<file path="config.mk">
export PLATFORM = sky130hd
export DESIGN_NAME = reg_file
export DESIGN_NICKNAME = d
export VERILOG_FILES = /design/src/rtl/reg_file.sv
export SDC_FILE = /design/constraint.sdc
export NUM_CORES = 2
export LEC_CHECK = 0
export CAP_MARGIN = 15
export CORE_AREA = 2 2 354 356
export DETAILED_ROUTE_END_ITERATION = 6
export DIE_AREA = 0 0 356 358
export GPL_TIMING_DRIVEN = 1
export HOLD_SLACK_MARGIN = 0.05
export PLACE_DENSITY = 0.61
export SYNTH_ARGS = -nofsm -noshare
export SYNTH_HDL_FRONTEND = slang
export SYNTH_SLANG_ARGS = --single-unit
</file>
<file path="constraint.sdc">
create_clock -name clk -period 3.2 [get_ports clk]
set_input_delay 0.64 -clock clk [delete_from_list [all_inputs] [get_ports clk]]
set_output_delay 0.64 -clock clk [all_outputs]
set_load 0.1 [all_outputs]
</file>
<file path="src/rtl/reg_file.sv">
// 32 x WIDTH MIPS register file: two combinational read ports, one synchronous write port.
// $0 reads as zero; $gp/$sp reset to GP_INIT/SP_INIT; optional same-cycle write-to-read bypass.
module reg_file #(
  parameter int unsigned           WIDTH   = 32,
  parameter logic [WIDTH-1:0]      SP_INIT = 32'h0000_7FFC,
  parameter logic [WIDTH-1:0]      GP_INIT = 32'h0000_1800,
  parameter bit                    BYPASS  = 1'b1
) (
  input  logic             clk,
  input  logic             rst_n,
  input  logic [4:0]       ra1,
  input  logic [4:0]       ra2,
  input  logic             we3,
  input  logic [4:0]       wa3,
  input  logic [WIDTH-1:0] wd3,
  output logic [WIDTH-1:0] rd1,
  output logic [WIDTH-1:0] rd2
);

  localparam logic [4:0] GP_IDX = 5'd28;
  localparam logic [4:0] SP_IDX = 5'd29;

  logic [WIDTH-1:0] regs_q [1:31];
  logic [WIDTH-1:0] regs_d [1:31];
  logic             wr_en;
  logic             byp_en;

  function automatic logic [WIDTH-1:0] rst_val(input logic [4:0] idx);
    logic [WIDTH-1:0] v;
    v = '0;
    if (idx == GP_IDX) v = GP_INIT;
    if (idx == SP_IDX) v = SP_INIT;
    return v;
  endfunction

  assign wr_en  = we3 && (wa3 != 5'd0);
  // Bypass is masked during reset so a write that will be dropped is never observed.
  assign byp_en = BYPASS && wr_en && rst_n;

  always_comb begin
    for (int i = 1; i < 32; i++) begin
      regs_d[i] = regs_q[i];
    end
    if (wr_en) begin
      regs_d[wa3] = wd3;
    end
  end

  always_ff @(posedge clk or negedge rst_n) begin
    if (!rst_n) begin
      for (int i = 1; i < 32; i++) begin
        regs_q[i] <= rst_val(5'(i));
      end
    end else begin
      for (int i = 1; i < 32; i++) begin
        regs_q[i] <= regs_d[i];
      end
    end
  end

  always_comb begin
    rd1 = '0;
    if (ra1 != 5'd0) begin
      rd1 = regs_q[ra1];
      if (byp_en && (ra1 == wa3)) rd1 = wd3;
    end
  end

  always_comb begin
    rd2 = '0;
    if (ra2 != 5'd0) begin
      rd2 = regs_q[ra2];
      if (byp_en && (ra2 == wa3)) rd2 = wd3;
    end
  end

endmodule

</file>
Word-level counts from Yosys, hierarchy flattened:

Index checks and enable logic that the tools add are counted.

* $lt $le $gt $ge: 4
* equal/unequal tests: 2
* mux-type cells: 13
* bitwise logic cells: 3
* reductions and logical operators: 8

Operators with widths (number)
* $bwmux 992: 1
* $bmux 32 s5: 2
* $mux 32: 9
* $demux 32 s5: 1
* $ge 6x6->1 const B: 3
* $not 5->6: 3
* $reduce_bool 5->1: 3
* $eq 5x5->1: 2
* $lt 6x1->1 const B: 1
* $logic_and 1x1->1: 5

* register bits: 992
* output and inout bits: 64
* word-level logic and storage cells: 61

Logic depth before layout (Yosys ltp):

* word-level depth: 6
* gate-level depth with buffers: 9
* gate-level depth less buffers: 5

Least setup slack after synthesis:

Ideal clock, no wire load.

* path type: input to output
* from: input wa3[4]
* to: output rd2[17]
* data arrival time: 4.169 ns
* data required time: 2.560 ns
* slack: -1.609 ns
* cell stages on the path: 7
* buffers on the path: 2
* path through: buf_4 xor2_1 nor3_1 or3b_4 buf_2 and4_1 a221oi_1

* cells in the longest elaborated chain, start to end: 6
* elaborated cells on any way between the ends: 7

Ends and longest elaborated chain
* start: declaration: line 14 `input logic [4:0] wa3,`
* $reduce_bool 5->1: line 36 `assign wr_en = we3 && (wa3 != 5'd0);`
* $logic_and 1x1->1: line 36
* $logic_and 1x1->1: line 38 `assign byp_en = BYPASS && wr_en && rst_n;`
* $logic_and 1x1->1 *: line 73 `if (byp_en && (ra2 == wa3)) rd2 = wd3;`
* $mux 32 *: line 73
* $mux 32 *: line 71 `if (ra2 != 5'd0) begin`
* end: declaration: line 17 `output logic [WIDTH-1:0] rd2`

Mark *: on every way between the ends. The rest lies on a longest branch, timed or not.

Worst setup path in the final report:

* from: input wa3[3]
* to: output rd2[10]

The elaborated chain is that of the path after synthesis.

==> qor.csv <==
stage,metric,value,unit
synthesis,Yosys warnings,0,
sta,number of max-slew violations in the final report,0,
die,die area,127000,um^2
clocking,clock-pin slew on the worst setup and hold paths,60,ps
grt,GRT overflow,0,
synthesis,Syn Inst Count,4336,
sta,final setup fails,63,
route,final WL,217,mm
grt,grt met3 use,0.0762,
finish,Post-Layout Cell Count,6668,
sta,Final Skew,0,ps
clocking,worst-skew pair later-pin latency,720,ps
synthesis,"Seq/Total Area, Yosys",0.450,
critical_path,CP Max Fanout,8,
finish,share of post-route cells with drive strength above 1,0.581,
route,Post-DRT Antenna Nets,0,
grt,first-pass GRT wire length,310,mm
place,"worst slack, placed",-912,ps
route,Initial DRT Pass Iterations,6,
synthesis,mean post-synth cell area,12.7,um^2
flow_run,max cap viols,0,
pwr,"IR drop worst, VDD",615,uV
status,status,"complete, but fails checks",
status,failing checks,negative setup slack,
grt,GRT Max-Usage Layer,met2,
route,DR vias,43018,
synthesis,syn_nets,4386,
sta,Peak Freq,289,MHz
synthesis,share of the synthesized area in the top cell type,0.443,
die,CORE AREA,123000,um^2
critical_path,worst r2r src,regs_q[524],
die,initial core utilization,0.447,
route,Remaining DRCs,0,
finish,Largest Register,regs_q,
finish,fill count,9531,
sta,post-route clock period utilization,1.08,
place,Final GP Congestion,0.898,
sta,Worst slew margin,0.315,
place,buffers added on ports,113,
critical_path,CP Launch Type,primary input,
sta,setup slack after layout,-257,ps
pwr,pwr/cell area,581,nW/um^2
clocking,CTS buffer count,111,
critical_path,r2r endpoint,regs_q[524],
finish,synthesis-to-layout area growth,34.8,%
clocking,root buffer cell,clkbuf_16,
synthesis,Main synth FF type,dfrtp_1,
sta,Tmin final,3460,ps
synthesis,"count leader, synth",mux2_2,
critical_path,Setup crit end kind,output port,
finish,fin nets,4982,
clocking,TritonCTS clock tree,done,
clocking,clk sink count,992,
grt,largest net degree at the start of global routing,172,
pwr,Leak,32.6,nW
synthesis,Synth async-reset ratio,1.00,
clocking,htree depth,3,
synthesis,Netlist cell types,49,
critical_path,"Data required, critical path",2560,ps
synthesis,largest cells by area after synthesis,"dfrtp_1 44%, mux2_2 26%, mux2i_1 7.5%, mux4_2 5.2%, a22oi_1 2.5%",
synthesis,"EDFF count, synth",0,
finish,max reg flops,992,
route,vias per cell,6.45,
grt,vias in the first global route,43432,
die,FP Rows,129,
die,Vert. Die Dim,358,um
sta,RSZ-0062 raised after global routing,true,
finish,Regs by FF count,regs_q: 992 flops,
die,Die W,356,um
min_path,Hold Path Class,primary input to async pin,
die,Top-Level Pins,114,
critical_path,crit path kind,primary input to output port,
clocking,Max clock buf depth,3,
grt,total track usage,0.333,
synthesis,largest area contributor in the netlist,dfrtp_1,
sta,worst slew pin tran,1030,ps
synthesis,Synth top cells by count,"1264 x mux2_2, 977 x dfrtp_1, 411 x mux2i_1",
synthesis,Synth Register Bits,992,
grt,GR Util met1,0.451,
place,DPL Wire Length,133,mm
synthesis,mapped cell area,55200,um^2
sta,final hold vios,0,
grt,met2 GRT Util,0.510,
critical_path,Reg2Reg Depth,3,
route,Iteration-0 DRC Markers,4599,
route,Avg WL per Cell,32.5,um
sta,worst hold slack,105,ps
critical_path,crit path DAT,2820,ps
critical_path,R2R Setup Slk,2170,ps
place,cell total after placement,6223,
grt,initial antenna violation count,3,
==> per-stage QoR <==
step,cell area [um^2],util,total power [mW],setup TNS (ps)
after floorplan,56500,-,23.7,-6030
after global placement,65000,0.527,27.3,-48390
after global routing,74400,0.603,44.8,-10980
after CTS,72800,0.590,42.7,-7430
final,74400,0.603,43.2,-8540
after detailed placement,65000,0.527,27.6,-48840
==> cell usage in the layout (no fill, tap or decap), drive strengths merged, types with 6 or more instances in the layout <==
master            n
mux2i           411
nand3            99
nor2             65
mux2           1264
clkinvlp          6
buf             889
a21oi            32
a22oi           186
o21ai            73
a211oi           76
a221oi           63
nor3             58
dfstp            15
nand2b            6
o22ai            82
nor4             23
o32ai            30
clkbuf          180
xnor2             7
mux4            134
nand2           112
and4             30
clkdlybuf4s50    32
a2111oi          10
nor2b            86
bufinv           20
clkinv           16
nand3b            6
dfrtp           977
==> routing by layer <==
layer,vias to the layer above,share of wire,routed length [um]
li1,17649,-,-
met3,601,0.092,19800
met1,22642,0.41,88100
met4,0,0.055,11900
met5,-,0,0
met2,2126,0.45,96800
==> worst max path at each step <==
stage	start	to	slack [ps]	depth (start not counted)
floorplan	ra1[0]	rd1[10]	-130	9
detailed placement	wa3[4]	rd2[2]	-910	10
global placement	wa3[3]	rd2[2]	-930	10
global route	wa3[3]	rd2[10]	-300	10
CTS	regs_q[267]	rd1[11]	-210	7
finish	wa3[3]	rd2[10]	-260	10
==> worst max-delay path, stage by stage <==
cell and delay (ps):
buf_12 120, buf_6 120, xor2_2 130, nor3_2 220
or3b_4 500, buf_12 190, and4_4 160, a221oi_4 360
buf_4 190, buf_12 160
==> where the power goes <==
part           leakage, nW  internal, mW  switching, mW
registers             12.6          15.0           1.88
clock network         1.95          8.60           5.60
logic                 18.1          6.40           5.72
==> layout make-up <==
type	instances	area [um^2]	share of cell area
diodes	4	10.0	0.000135
clock buffers	163	3240	0.0435
clock inverters	45	774	0.0104
multi-input cells	2883	31700	0.426
flip-flops and latches	992	24800	0.334
well taps	1637	2050	0.0275
repair buffers	944	11800	0.158
==> timing repair <==
item                                    4_1_cts  5_1_grt
hold buffers                                  0        0
endpoints found under the setup margin       64       64
buffers inserted                            198       82
gates resized for setup                     391      222
endpoints found under the hold margin         0        0
gates cloned                                 20       10
pin swaps                                   152      126
==> cell families (layout without fill, tap and decap cells) <==
logic type / after synthesis / count (layout) / synth area share
compound gates: 560 / 560 / 0.0729
xor+xnor: 10 / 10 / 0.00159
buf+inv: 461 / 1152 / 0.0397
flops: 992 / 992 / 0.450
mux: 1809 / 1809 / 0.388
other cells: 0 / 4 / 0
simple gates: 504 / 504 / 0.0476
(Power assumes the default switching activity.)
